`config.mk`:
```
export PLATFORM = sky130hd
export DESIGN_NAME = regs_flat
export DESIGN_NICKNAME = d
export VERILOG_FILES = /design/src/rtl/dlx_pkg.sv /design/src/rtl/regs_if.sv /design/src/rtl/regs_read_port.sv /design/src/rtl/regs.sv /design/src/flat_wrapper.sv
export SDC_FILE = /design/constraint.sdc
export NUM_CORES = 2
export LEC_CHECK = 0
export BUFFER_PORTS_ARGS = -buffer_cell sky130_fd_sc_hd__buf_2
export CELL_PAD_IN_SITES_DETAIL_PLACEMENT = 2
export CELL_PAD_IN_SITES_GLOBAL_PLACEMENT = 2
export CORE_MARGIN = 1.5
export CORE_UTILIZATION = 44
export DETAILED_ROUTE_END_ITERATION = 16
export GPL_TIMING_DRIVEN = 0
export MAX_ROUTING_LAYER = met4
export PLACE_DENSITY = 0.85
export SLEW_MARGIN = 5
export SYNTH_ARGS = -nofsm -noshare
export SYNTH_HDL_FRONTEND = slang
export SYNTH_SLANG_ARGS = --single-unit
```
`constraint.sdc`:
```
create_clock -name clk -period 2.9 [get_ports clk]
set_input_delay 0.58 -clock clk [delete_from_list [all_inputs] [get_ports clk]]
set_output_delay 0.58 -clock clk [all_outputs]
set_load 0.01 [all_outputs]
```
`src/rtl/dlx_pkg.sv`:
```
// Shared DLX integer-pipeline definitions: datapath widths, register index type and r0.
package dlx_pkg;

  localparam int unsigned DATA_W     = 32;
  localparam int unsigned REG_ADDR_W = 5;

  typedef logic [DATA_W-1:0]     word_t;
  typedef logic [REG_ADDR_W-1:0] reg_idx_t;

  localparam reg_idx_t R0 = 5'd0;

endpackage : dlx_pkg

```
`src/rtl/regs_if.sv`:
```
// Register-file bus: write-back port from WB stage plus the two decode-stage read ports.
interface regs_if #(
  parameter int unsigned DATA_W = 32,
  parameter int unsigned ADDR_W = 5
);

  logic              WB;
  logic [ADDR_W-1:0] Rd;
  logic [DATA_W-1:0] reg_s;
  logic [ADDR_W-1:0] Rs1;
  logic [ADDR_W-1:0] Rs2;
  logic [DATA_W-1:0] S1;
  logic [DATA_W-1:0] S2;

  modport master (
    output WB,
    output Rd,
    output reg_s,
    output Rs1,
    output Rs2,
    input  S1,
    input  S2
  );

  modport slave (
    input  WB,
    input  Rd,
    input  reg_s,
    input  Rs1,
    input  Rs2,
    output S1,
    output S2
  );

endinterface : regs_if

```
`src/rtl/regs_read_port.sv`:
```
// One combinational register-file read port: r0 reads zero, then write-back bypass, then array.
module regs_read_port
  import dlx_pkg::*;
#(
  parameter int unsigned DATA_W = 32,
  parameter int unsigned ADDR_W = 5
) (
  input  logic [ADDR_W-1:0]                   idx_i,
  input  logic [2**ADDR_W-1:0][DATA_W-1:0]    mem_i,
  input  logic                                wb_i,
  input  logic [ADDR_W-1:0]                   rd_i,
  input  logic [DATA_W-1:0]                   wdata_i,
  output logic [DATA_W-1:0]                   rdata_o
);

  logic is_r0;
  logic hit_wb;

  assign is_r0  = (idx_i == ADDR_W'(R0));
  // idx is known non-zero when this matters, so rd != r0 is implied.
  assign hit_wb = wb_i && (rd_i == idx_i);

  always_comb begin
    rdata_o = mem_i[idx_i];
    if (is_r0) begin
      rdata_o = '0;
    end else if (hit_wb) begin
      rdata_o = wdata_i;
    end
  end

endmodule : regs_read_port

```
`src/rtl/regs.sv`:
```
// DLX general-purpose register file: 32 x 32-bit, one write port, two bypassed read ports.
module regs
  import dlx_pkg::*;
#(
  parameter int unsigned DATA_W = 32,
  parameter int unsigned ADDR_W = 5
) (
  input  logic   clk,
  input  logic   rst_n,
  regs_if.slave  rf_if
);

  localparam int unsigned NumRegs = 2**ADDR_W;

  logic [NumRegs-1:0][DATA_W-1:0] mem_q;
  logic [NumRegs-1:0][DATA_W-1:0] mem_d;
  logic                           wr_en;

  assign wr_en = rf_if.WB && (rf_if.Rd != ADDR_W'(R0));

  // Entry 0 is never written, so it stays zero from reset onward.
  always_comb begin
    mem_d = mem_q;
    if (wr_en) begin
      mem_d[rf_if.Rd] = rf_if.reg_s;
    end
  end

  always_ff @(posedge clk or negedge rst_n) begin
    if (!rst_n) begin
      mem_q <= '0;
    end else begin
      mem_q <= mem_d;
    end
  end

  regs_read_port #(
    .DATA_W (DATA_W),
    .ADDR_W (ADDR_W)
  ) u_port_s1 (
    .idx_i   (rf_if.Rs1),
    .mem_i   (mem_q),
    .wb_i    (rf_if.WB),
    .rd_i    (rf_if.Rd),
    .wdata_i (rf_if.reg_s),
    .rdata_o (rf_if.S1)
  );

  regs_read_port #(
    .DATA_W (DATA_W),
    .ADDR_W (ADDR_W)
  ) u_port_s2 (
    .idx_i   (rf_if.Rs2),
    .mem_i   (mem_q),
    .wb_i    (rf_if.WB),
    .rd_i    (rf_if.Rd),
    .wdata_i (rf_if.reg_s),
    .rdata_o (rf_if.S2)
  );

endmodule : regs

```
`src/flat_wrapper.sv`:
```
// flat-port wrapper written by rule: the top's interface ports become plain ports
module regs_flat import dlx_pkg::*;
#(
  parameter int unsigned DATA_W = 32,
  parameter int unsigned ADDR_W = 5
)
  (clk, rst_n, rf_if_WB, rf_if_Rd, rf_if_reg_s, rf_if_Rs1, rf_if_Rs2, rf_if_S1, rf_if_S2);
  regs_if #(.DATA_W(DATA_W), .ADDR_W(ADDR_W)) rf_if_i ();
  input  logic clk;
  input  logic rst_n;
  input wire logic [$bits(rf_if_i.WB)-1:0] rf_if_WB;
  input wire logic [$bits(rf_if_i.Rd)-1:0] rf_if_Rd;
  input wire logic [$bits(rf_if_i.reg_s)-1:0] rf_if_reg_s;
  input wire logic [$bits(rf_if_i.Rs1)-1:0] rf_if_Rs1;
  input wire logic [$bits(rf_if_i.Rs2)-1:0] rf_if_Rs2;
  output wire logic [$bits(rf_if_i.S1)-1:0] rf_if_S1;
  output wire logic [$bits(rf_if_i.S2)-1:0] rf_if_S2;
  assign rf_if_i.WB = rf_if_WB;
  assign rf_if_i.Rd = rf_if_Rd;
  assign rf_if_i.reg_s = rf_if_reg_s;
  assign rf_if_i.Rs1 = rf_if_Rs1;
  assign rf_if_i.Rs2 = rf_if_Rs2;
  assign rf_if_S1 = rf_if_i.S1;
  assign rf_if_S2 = rf_if_i.S2;
  regs #(.DATA_W(DATA_W), .ADDR_W(ADDR_W)) u_core (.clk(clk), .rst_n(rst_n), .rf_if(rf_if_i));
endmodule
```
==> results by group, run 1 <==
Floorplan
  – Die H: 357 µm
  – Num rows: 129
  – Die width: 357 µm
  – Boundary pin count: 114
  – Starting Density: 0.445

Placed design
  – GPL Wtd Cong: 1.07
  – Hpwl dp: 197000 µm
  – Post-DP Area: 0.0584 mm²
  – Cell count after placement: 5545
  – I/O Buffers: 107
  – Placement Setup Slack: -2.37 ns

Synthesis
  – Area share of the largest cell type after synthesis: 0.464
  – Post-synth top area cell: dfrtp_1
  – Most used DFF post-synth: dfrtp_1
  – Share of synthesized registers carrying an async set or reset: 1.00
  – YS warnings: 0
  – Leading post-synthesis cells by cell area: dfrtp_1, mux2_2, mux4_2
  – Mapped cell area: 0.0552 mm²
  – Count leader, synth: dfrtp_1
  – Post-Syn Instances: 3779
  – Post-synthesis sequential area ratio: 0.464
  – Syn Area/Cell: 14.6 µm²
  – EDFF count, synth: 0
  – Synth cell count leaders: dfrtp_1, mux2_2, mux4_2, clkbuf_1, mux2i_1
  – Mapped Nets: 3829
  – Yosys reg bits: 1024
  – Library cells used by synthesis: 61

Clock network
  – Htree depth: 3
  – Root Buffer: clkbuf_16
  – Total CTS buffers: 115
  – CTS sink count: 1024
  – CTS Buffer Depth: 3

Status
  – Status: stopped before the end
  – Halt Stage: global routing
  – Err: [ERROR GRT-0232] Routing congestion too high. Check the congestion heatmap in the GUI.

GRT
  – Largest net degree at the start of global routing: 158
  – Total grt overflow: 231
  – Total track usage: 0.831
metal layers:
metal	GRT overflow	global-route usage
met2	116	0.924
met1	4	0.820
met5	-	-
met4	107	0.792
met3	4	0.751
per-stage QoR:
| step | util | hold WS (ns) |
|---|---|---|
| after global placement | 0.466 | 0.452 |
| after CTS | 0.566 | 0.146 |
| after detailed placement | 0.471 | 0.464 |
| after floorplan | - | 0.284 |
kinds of logic after synthesis:
family / synth area share
mux: 0.409
flops: 0.464
compound gates: 0.0583
buf+inv: 0.0427
simple gates: 0.0240
xor+xnor: 0.00159
repair_timing:
item                       in CTS
hold buffers                    1
setup endpoints to repair      64
setup buffers                 247
cloned                         31
pin swaps                     179
hold endpoints to repair       70
gates resized for setup      1065
==> run 2, diff against run 1 <==
--- a/config.mk
+++ b/config.mk
@@ -6,14 +6,11 @@
 export NUM_CORES = 2
 export LEC_CHECK = 0
 export BUFFER_PORTS_ARGS = -buffer_cell sky130_fd_sc_hd__buf_2
-export CELL_PAD_IN_SITES_DETAIL_PLACEMENT = 2
-export CELL_PAD_IN_SITES_GLOBAL_PLACEMENT = 2
 export CORE_MARGIN = 1.5
-export CORE_UTILIZATION = 44
+export CORE_UTILIZATION = 29
 export DETAILED_ROUTE_END_ITERATION = 16
 export GPL_TIMING_DRIVEN = 0
-export MAX_ROUTING_LAYER = met4
-export PLACE_DENSITY = 0.85
+export PLACE_DENSITY_LB_ADDON = 0.15
 export SLEW_MARGIN = 5
 export SYNTH_ARGS = -nofsm -noshare
 export SYNTH_HDL_FRONTEND = slang
==> run 2 against run 1 <==
The flow now finishes, with violations (max-capacitance violations, max-slew violations, negative setup slack). Synthesized area is the same. Synthesized cell count is the same.
==> results by group, run 2 <==
Pwr
  – Leakage: 30.6 nW
  – Max VDD drop: 523 µV
  – Power Density: 660 mW/mm²

Drt
  – WL met3: 38600 µm
  – Total number of vias: 43500
  – Met1 wire length: 124000 µm
  – WL met2: 136000 µm
  – WL final: 325000 µm
  – DR top layer: met5
  – Routed len/inst: 47.1 µm
  – Number of remaining DRC errors: 0
  – Vias per cell: 6.30
  – Drt initial violations: 5934
  – Remaining antenna violation count: 0
  – Drt first pass iters: 5

Worst setup path
  – R2r setup slk: 1.90 ns
  – Crit. End Element: primary output
  – CP Data Required Time: 2.32 ns
  – Reg2reg path depth: 3
  – WS Path Type: in -> out
  – Reg2Reg Capture Point: u_core.mem_q[383]$_DFFE_PN0P_
  – Critical path arrival: 2.80 ns
  – Max FO, Critical Path: 6
  – Reg2Reg Launch Point: u_core.mem_q[383]$_DFFE_PN0P_
  – Startpoint Class: primary input

Clock network
  – CTS sink count: 1024 (unchanged)
  – CTS Buffer Depth: 3 (unchanged)
  – Clk_lat worst skew: 0.80 ns
  – Htree depth: 4 (+1)
  – Total CTS buffers: 131 (+14%)
  – CTS tree: yes
  – Root Buffer: clkbuf_16
  – Reg clk slew, reported paths: 0.06 ns

Synthesis
  – Synth cell count leaders: dfrtp_1, mux2_2, mux4_2, clkbuf_1, mux2i_1
  – Yosys reg bits: 1024 (unchanged)
  – Post-Syn Instances: 3779 (unchanged)
  – Library cells used by synthesis: 61 (unchanged)
  – Post-synthesis sequential area ratio: 0.464 (unchanged)
  – Leading post-synthesis cells by cell area: dfrtp_1, mux2_2, mux4_2
  – Post-synth top area cell: dfrtp_1
  – YS warnings: 0 (unchanged)
  – Area share of the largest cell type after synthesis: 0.464 (unchanged)
  – Most used DFF post-synth: dfrtp_1
  – Share of synthesized registers carrying an async set or reset: 1.00 (unchanged)
  – EDFF count, synth: 0 (unchanged)
  – Mapped cell area: 0.0552 mm² (unchanged)
  – Syn Area/Cell: 14.6 µm² (unchanged)
  – Count leader, synth: dfrtp_1
  – Mapped Nets: 3829 (unchanged)

Floorplan
  – Starting Density: 0.293 (-0.152)
  – Boundary pin count: 114 (unchanged)
  – Area of the core: 0.188 mm²
  – Die footprint: 0.193 mm²
  – Num rows: 159 (+23%)
  – Die width: 439 µm (+23%)
  – Die H: 439 µm (+23%)

Final layout
  – Cell area after layout: 0.0717 mm²
  – Biggest register: u_core.mem_q
  – Reg area: 0.0256 mm²
  – Commonest non-fill, non-tap cell in the layout: dfrtp_1
  – Filler cells: 17800
  – Biggest regs: u_core.mem_q: 1024 flops
  – Synth-to-Final Area Change: 29.9%
  – Final non-filler cell total: 6911
  – Commonest non-fill, non-tap cells in the layout: dfrtp_1, mux2_2, mux4_2
  – Final net count: 4360
  – Area of the multi-input gates: 0.0291 mm²
  – Layout cells sized above 1: 0.585
  – Max FFs per register: 1024

Flow run
  – Max-cap violation count: 3

GRT
  – Initial antenna violation count: 28
  – Total grt overflow: 0
  – Total track usage: 0.330
  – Global-route wire length before repair: 416000 µm
  – Vias in the first global route: 41700
  – Largest net degree at the start of global routing: 140

Status
  – Status: finished with violations
  – Violated checks: max-capacitance violations, max-slew violations, negative setup slack

Min path
  – Hold path start: rf_if_reg_s[27]
  – Hold Path Depth: 2
  – Worst hold endpoint: u_core.mem_q[1019]$_DFFE_PN0P_
  – Hold Path Class: in -> reg

Timing
  – Setup Skew: 0 ns
  – Worst slew pin tran: 1.53 ns
  – Final setup TNS: -18.98 ns
  – Final min period: 3.38 ns
  – Post-route setup slack: -0.476 ns
  – Tcrit/Tclk final: 1.16
  – Fin. Hold Viols: 0
  – Final setup vio count: 65
  – RSZ-0062 raised after global routing: yes
  – Final slew viol count: 21
  – Fmax: 296 MHz
  – Relative max-transition margin: -0.0196

Placed design
  – I/O Buffers: 107 (unchanged)
  – Cell count after placement: 6410 (+16%)
  – Placement Setup Slack: -2.81 ns (-0.439 ns)
  – Post-DP Area: 0.0597 mm² (+2.2%)
  – Hpwl dp: 201000 µm (+2.0%)
  – GPL Wtd Cong: 1.00 (-6.3%)
[run 2: cell counts after synthesis]
No cell type changed its count.
[run 2: cell type report]
| type | count | area share |
|---|---|---|
| Antenna cell | 14 | 0.000488 |
| Clock inverter | 27 | 0.00443 |
| Tap cell | 2495 | 0.0435 |
| Multi-Input combinational cell | 2315 | 0.405 |
| Timing Repair Buffer | 406 | 0.0673 |
| Clock buffer | 198 | 0.0537 |
| Buffer | 429 | 0.0676 |
| Inverter | 3 | 0.000506 |
| Sequential cell | 1024 | 0.357 |
[run 2: what timing repair did]
action                     CTS  global route
hold buffers                 1             0
buffers inserted           180            70
pin swaps                  133           131
resized for setup          857           188
setup endpoints to repair   64            93
hold endpoints to repair    88             0
cloned                      14             8
[run 2: worst max path at each step]
| stage | slack, ns | end | cells after the start | startpoint |
|---|---|---|---|---|
| after floorplan | 0.13 | rf_if_S2[10] | 7 | rf_if_Rs2[0] |
| after global placement | -23.45 | u_core.mem_q[232]$_DFFE_PN0P_ | 1 | rst_n |
| after detailed placement | -2.81 | rf_if_S2[16] | 10 | rf_if_Rs2[1] |
| after CTS | -0.41 | rf_if_S2[22] | 6 | u_core.mem_q[86]$_DFFE_PN0P_ |
| after global routing | -0.44 | rf_if_S2[22] | 6 | u_core.mem_q[86]$_DFFE_PN0P_ |
| final | -0.48 | rf_if_S2[31] | 10 | rf_if_Rs2[0] |
[run 2: logic make-up after synthesis]
kind of cell / count (synthesis) / share of synthesized area
mux: 1599 / 0.409
xor+xnor: 10 / 0.00159
buf+inv: 440 / 0.0427
simple gates: 254 / 0.0240
compound gates: 452 / 0.0583
flops: 1024 / 0.464
[run 2: metrics by stage]
step | util | power (mW) | hold slack, ns
finish | 0.381 | 47.3 | 0.101
floorplan | - | 24.9 | 0.284
global route | 0.381 | 48.5 | 0.108
detailed placement | 0.317 | 29.0 | 0.459
global placement | 0.313 | 28.7 | 0.456
CTS | 0.371 | 46.5 | 0.0701
[run 2: critical path, cell delays in order]
cell,delay (ns)
buf_16,0.17
buf_16,0.18
buf_12,0.13
buf_6,0.10
mux4_2,0.48
nor2b_4,0.14
a211oi_2,0.22
a21oi_1,0.09
a221o_2,0.49
buf_6,0.16
[run 2: power by group]
part	switching [mW]	internal (mW)
registers	2.12	17.0
clock network	7.01	9.52
logic	5.49	6.17
[run 2: layer usage]
metal  GRT usage  vias up
met1       0.416    23800
met3       0.119      896
met2       0.462     3060
met5           0        -
met4       0.240       10
li1            -    15800
Note: power is estimated with default switching activity, not from simulation.
